--- config.mk ---
export PLATFORM = sky130hd
export DESIGN_NAME = touch_key_gen_flat
export DESIGN_NICKNAME = d
export VERILOG_FILES = /design/src/rtl/touch_key_if.sv /design/src/rtl/touch_key_gen.sv /design/src/flat_wrapper.sv
export SDC_FILE = /design/constraint.sdc
export NUM_CORES = 1
export LEC_CHECK = 0
export BUFFER_PORTS_ARGS = -buffer_cell sky130_fd_sc_hd__buf_4
export CAP_MARGIN = 20
export CORE_ASPECT_RATIO = 0.8
export CORE_MARGIN = 3
export CORE_UTILIZATION = 57
export CTS_BUF_LIST = sky130_fd_sc_hd__clkbuf_8
export DETAILED_ROUTE_END_ITERATION = 7
export HOLD_SLACK_MARGIN = 0.12
export PLACE_DENSITY = 0.75
export SETUP_SLACK_MARGIN = 0.15
export SYNTH_ARGS = -nofsm -noshare
export SYNTH_HDL_FRONTEND = slang
export SYNTH_SLANG_ARGS = --single-unit
--- constraint.sdc ---
create_clock -name sys_clk -period 3.5 [get_ports sys_clk]
set_input_delay 0.35 -clock sys_clk [delete_from_list [all_inputs] [get_ports sys_clk]]
set_output_delay 0.35 -clock sys_clk [all_outputs]
set_load 0.02 [all_outputs]
--- src/rtl/touch_key_if.sv ---
// Command/status bundle between a touch-key burst requester and the generator.
// The generator uses the slave side: it receives commands and drives key level and status.
interface touch_key_if;
  logic       start;
  logic [3:0] press_num;
  logic       long_en;
  logic       abort;
  logic       touch_key;
  logic       busy;
  logic       done;
  logic [3:0] press_cnt;

  modport master (
    output start, press_num, long_en, abort,
    input  touch_key, busy, done, press_cnt
  );

  modport slave (
    input  start, press_num, long_en, abort,
    output touch_key, busy, done, press_cnt
  );
endinterface

--- src/rtl/touch_key_gen.sv ---
// Touch-key stimulus transmitter: emits a burst of timed high presses, each followed
// by a low gap, then a one-cycle done pulse. All outputs come straight from flops.
module touch_key_gen #(
  parameter int CNT_W        = 25,
  parameter int PRESS_CYCLES = 5_000_000,
  parameter int LONG_CYCLES  = 25_000_000,
  parameter int GAP_CYCLES   = 5_000_000
) (
  input  logic         sys_clk,
  input  logic         sys_rst_n,
  touch_key_if.slave   kif
);

  localparam int MAX_CYCLES = (PRESS_CYCLES > LONG_CYCLES) ?
                              ((PRESS_CYCLES > GAP_CYCLES) ? PRESS_CYCLES : GAP_CYCLES) :
                              ((LONG_CYCLES  > GAP_CYCLES) ? LONG_CYCLES  : GAP_CYCLES);

  if (PRESS_CYCLES < 1 || LONG_CYCLES < 1 || GAP_CYCLES < 1 ||
      longint'(MAX_CYCLES - 1) >= (longint'(1) << CNT_W)) begin : g_bad_params
    $error("touch_key_gen: cycle counts must be >=1 and fit in CNT_W bits");
  end

  localparam logic [CNT_W-1:0] PRESS_M1 = CNT_W'(PRESS_CYCLES - 1);
  localparam logic [CNT_W-1:0] LONG_M1  = CNT_W'(LONG_CYCLES - 1);
  localparam logic [CNT_W-1:0] GAP_M1   = CNT_W'(GAP_CYCLES - 1);

  typedef enum logic [1:0] {
    ST_IDLE,
    ST_PRESS,
    ST_GAP,
    ST_FIN
  } state_t;

  state_t           state_q, state_d;
  logic [CNT_W-1:0] cnt_q, cnt_d;
  logic [3:0]       num_q, num_d;
  logic             long_q, long_d;
  logic [3:0]       press_cnt_q, press_cnt_d;
  logic             touch_key_q, touch_key_d;
  logic             busy_q, busy_d;
  logic             done_q, done_d;
  logic [CNT_W-1:0] hold_m1;

  always_comb begin
    state_d     = state_q;
    cnt_d       = cnt_q;
    num_d       = num_q;
    long_d      = long_q;
    press_cnt_d = press_cnt_q;
    hold_m1     = long_q ? LONG_M1 : PRESS_M1;

    case (state_q)
      // FIN is not busy, so a start there is accepted exactly as from IDLE.
      ST_IDLE, ST_FIN: begin
        state_d = ST_IDLE;
        if (kif.start) begin
          num_d       = kif.press_num;
          long_d      = kif.long_en;
          press_cnt_d = 4'd0;
          cnt_d       = '0;
          state_d     = (kif.press_num != 4'd0) ? ST_PRESS : ST_FIN;
        end
      end
      ST_PRESS: begin
        if (cnt_q == hold_m1) begin
          cnt_d       = '0;
          press_cnt_d = press_cnt_q + 4'd1;
          state_d     = ST_GAP;
        end else begin
          cnt_d = cnt_q + CNT_W'(1);
        end
      end
      ST_GAP: begin
        if (cnt_q == GAP_M1) begin
          cnt_d   = '0;
          state_d = (press_cnt_q < num_q) ? ST_PRESS : ST_FIN;
        end else begin
          cnt_d = cnt_q + CNT_W'(1);
        end
      end
      default: begin
        cnt_d   = '0;
        state_d = ST_IDLE;
      end
    endcase

    // Abort wins over start and timers; the completed-press count is kept for inspection.
    if (kif.abort && state_q != ST_IDLE) begin
      state_d     = ST_IDLE;
      cnt_d       = '0;
      num_d       = num_q;
      long_d      = long_q;
      press_cnt_d = press_cnt_q;
    end

    touch_key_d = (state_d == ST_PRESS);
    busy_d      = (state_d == ST_PRESS) || (state_d == ST_GAP);
    done_d      = (state_d == ST_FIN);
  end

  always_ff @(posedge sys_clk) begin
    if (!sys_rst_n) begin
      state_q     <= ST_IDLE;
      cnt_q       <= '0;
      num_q       <= 4'd0;
      long_q      <= 1'b0;
      press_cnt_q <= 4'd0;
      touch_key_q <= 1'b0;
      busy_q      <= 1'b0;
      done_q      <= 1'b0;
    end else begin
      state_q     <= state_d;
      cnt_q       <= cnt_d;
      num_q       <= num_d;
      long_q      <= long_d;
      press_cnt_q <= press_cnt_d;
      touch_key_q <= touch_key_d;
      busy_q      <= busy_d;
      done_q      <= done_d;
    end
  end

  assign kif.touch_key = touch_key_q;
  assign kif.busy      = busy_q;
  assign kif.done      = done_q;
  assign kif.press_cnt = press_cnt_q;

endmodule

--- src/flat_wrapper.sv ---
// flat-port wrapper written by rule: the top's interface ports become plain ports
module touch_key_gen_flat 
#(
  parameter int CNT_W        = 25,
  parameter int PRESS_CYCLES = 5_000_000,
  parameter int LONG_CYCLES  = 25_000_000,
  parameter int GAP_CYCLES   = 5_000_000
)
  (sys_clk, sys_rst_n, kif_start, kif_press_num, kif_long_en, kif_abort, kif_touch_key, kif_busy, kif_done, kif_press_cnt);
  touch_key_if kif_i ();
  input  logic sys_clk;
  input  logic sys_rst_n;
  input wire logic [$bits(kif_i.start)-1:0] kif_start;
  input wire logic [$bits(kif_i.press_num)-1:0] kif_press_num;
  input wire logic [$bits(kif_i.long_en)-1:0] kif_long_en;
  input wire logic [$bits(kif_i.abort)-1:0] kif_abort;
  output wire logic [$bits(kif_i.touch_key)-1:0] kif_touch_key;
  output wire logic [$bits(kif_i.busy)-1:0] kif_busy;
  output wire logic [$bits(kif_i.done)-1:0] kif_done;
  output wire logic [$bits(kif_i.press_cnt)-1:0] kif_press_cnt;
  assign kif_i.start = kif_start;
  assign kif_i.press_num = kif_press_num;
  assign kif_i.long_en = kif_long_en;
  assign kif_i.abort = kif_abort;
  assign kif_touch_key = kif_i.touch_key;
  assign kif_busy = kif_i.busy;
  assign kif_done = kif_i.done;
  assign kif_press_cnt = kif_i.press_cnt;
  touch_key_gen #(.CNT_W(CNT_W), .PRESS_CYCLES(PRESS_CYCLES), .LONG_CYCLES(LONG_CYCLES), .GAP_CYCLES(GAP_CYCLES)) u_core (.sys_clk(sys_clk), .sys_rst_n(sys_rst_n), .kif(kif_i));
endmodule
==> metrics.txt <==
status=completed; crit path kind=reg -> reg; Fin. Hold Viols=0; reg2reg end=u_core.cnt_q[20]$_SDFFE_PP0P_; area grow syn2layout=11.0%; Routed WL=4.94 mm; setup ws final=0.624 ns; Port Buf Inserts=15; syn_nets=291; pwr dens=356 nW/um^2; Cell Chain, Critical Path=or4_1 > or4_1 > o311ai_1 > o31ai_4 > buf_4 > a41oi_1 > a31oi_1; worst skew pair latency=0.29 ns; combinational power share=0.101; std cell rows=19; Clk pin slew, worst setup/hold paths=0.07 ns; Worst Clk Skew=0.00386 ns; Resized cells post-CTS=0; initial antenna violation count=0; placed cell area=2370 sq um; Largest stage delay, worst path=0.54 ns; WP buf/inv=1; n_diodes=0; fin. max-slew vios=0; period utilization=0.822; most used flip-flop cell after synthesis=dfxtp_1; Routed Antenna Nets=0; total global routing overflow=0; synth top area cells=dfxtp_1, ha_1, a21oi_1, nand2_1, nor2_1; hold depth=3; die height=61.8 microns; Mapped Cells=272; worst path required time=3.66 ns; Layout Cells excl Fill=340; Yosys top cell area share=0.351; WHS Endpoint=u_core.num_q[2]$_SDFFE_PN0P_; Post-synth ARST share=0; Synth Cell Area=2220 sq um; Clock power frac=0.377; Most common cell on crit path=or4_1; num ports=16; flops & latches, synth=39; crit path max-delay cell type=or4_1; first-pass GRT wire length=8.54 mm; die area=4690 sq um; Die W=75.8 microns; post-route cell area=2470 sq um; NetSw=211 uW; maximum root-to-sink buffer count=2; Critical Path Sink Type=register; CTS Root Cell=clkbuf_8; Hold WC Path Type=in -> reg; setup slack, reg-to-reg=0.62 ns; setup violators final=0; First-pass DRT Iterations=5; hold slack final=0.309 ns; fin crit period=2.88 ns; Critical Path Source=u_core.cnt_q[16]$_SDFFE_PP0P_; most instantiated library cell after synthesis=dfxtp_1; slew of the pin with the lowest slew margin=0.843 ns; VDD IR-drop max=231 uV; Core ar.=3590 sq um; Syn Area/Cell=8.17 sq um; TritonCTS Buffers=5; Util after Layout=0.687; largest net degree at the start of global routing=24; layout cells sized above 1=0.111; part of the power in registers=0.522; Nets=306; post-DP HPWL=3.59 mm; post-placement cell count=332; synth cell count leaders=dfxtp_1, nand2_1, nor2_1; Pleak=0.895 nW; total number of vias=2,064; Place WS=0.670 ns; Max-slew headroom=0.438; sequential share of the synthesized area=0.351; Initial Util=0.619; CP top delay family=simple AND/OR/NAND/NOR gates; Hold Crit Start=kif_press_num[2]; Post-synth EDFFs=0; vias in the first global route=1,793; Via-to-Cell Ratio=6.07; Fin Setup TNS=0 ns; Remaining DRCs=0; Post-CTS Setup Inserts=0; YS warnings=0; critical path data arrival time=3.03 ns; worst-path fanout max=23; f_max=0.348 GHz; H-tree level count=2; Clock Sinks=39; total power=878 uW; post-synth cell types=50; reg2reg path depth=7; gp weighted congestion=0.940; TritonCTS clock tree=yes; total track usage=0.236; Internal=666 uW; setup repair after global routing missed its margin=false; max cap viols=0; # hold bufs at CTS=0; cell taking the most area after synthesis=dfxtp_1; drt first-iter violations=226; Crit Reg-Reg Startpoint=u_core.cnt_q[16]$_SDFFE_PP0P_; Worst setup SP type=register; Wirelength per Cell=14.5 microns; Sw Share=0.241
[cell type report]
type,instances,area [sq um]
multi-input cells,211,1340
fillers,305,1120
repair buffers,17,128
inverters,13,48.8
clock inverters,1,3.75
flip-flops and latches,39,781
well taps,52,65.1
clock buffers,7,96.3
[power groups by stage]
stage	sequential [mW]	clock, mW	combinational [mW]
after global routing	0.459	0.357	0.0992
after CTS	0.458	0.334	0.0886
after global placement	0.468	0	0.0866
after floorplan	0.472	0	0.0554
final	0.458	0.330	0.0888
after detailed placement	0.469	0	0.0878
[per-layer routing]
layer | GRT usage | part of all wire | vias to the layer above
li1 | - | - | 1037
met1 | 0.367 | 0.51 | 941
met2 | 0.330 | 0.40 | 80
met3 | 0.0498 | 0.079 | 6
met4 | 0.0499 | 0.0077 | 0
met5 | 0 | 0 | -
[cells in the final DEF (no fill, tap or decap), types with 2 or more instances in the layout]
| master | n |
|---|---|
| or4_1 | 4 |
| a211oi_2 | 2 |
| ha_1 | 10 |
| a41oi_1 | 2 |
| nor3_1 | 7 |
| mux2i_1 | 5 |
| nand3_1 | 17 |
| nor2_1 | 23 |
| or3_1 | 4 |
| dfxtp_1 | 39 |
| nand2b_1 | 4 |
| clkbuf_8 | 7 |
| o21ai_0 | 8 |
| and3_1 | 4 |
| nand3b_1 | 5 |
| o311ai_1 | 2 |
| a31oi_1 | 11 |
| o311ai_0 | 2 |
| a21o_1 | 5 |
| o21ai_1 | 3 |
| nor2b_1 | 7 |
| a21oi_1 | 22 |
| nand2_1 | 24 |
| buf_4 | 17 |
| nand4_1 | 6 |
| a22o_1 | 3 |
| xnor2_1 | 3 |
| inv_1 | 14 |
| and2_1 | 6 |
| o211ai_1 | 2 |
| and4b_1 | 2 |
[state kept, by name (all words and copies together) (netlist names)]
register,flops
u_core.long_q,1
u_core.cnt_q,25
u_core.num_q,4
u_core.kif.press_cnt,4
u_core.kif.touch_key,1
u_core.kif.busy,1
u_core.kif.done,1
u_core.state_q,2
[worst max path at each step]
stage | end | cells after the start
after detailed placement | u_core.cnt_q[20]$_SDFFE_PP0P_ | 7
after global placement | u_core.cnt_q[19]$_SDFFE_PP0P_ | 7
final | u_core.cnt_q[20]$_SDFFE_PP0P_ | 7
after global routing | u_core.cnt_q[19]$_SDFFE_PP0P_ | 7
after CTS | u_core.cnt_q[19]$_SDFFE_PP0P_ | 7
after floorplan | u_core.kif.busy$_SDFF_PN0_ | 9
[cell families (layout without fill, tap and decap cells)]
family          count (synthesis)  count (layout)  share of synthesized area
simple gates                  120             120                      0.289
compound gates                 73              73                      0.221
flops                          39              39                      0.351
buf+inv                        22              38                     0.0479
fa+ha+maj                      10              10                     0.0563
mux                             5               5                     0.0225
xor+xnor                        3               3                     0.0118
[tightest hold or removal path, cell delays in order]
cell,delay [ns]
buf_4,0.08
a21oi_1,0.05
nor2b_1,0.09
(Power assumes the default switching activity.)
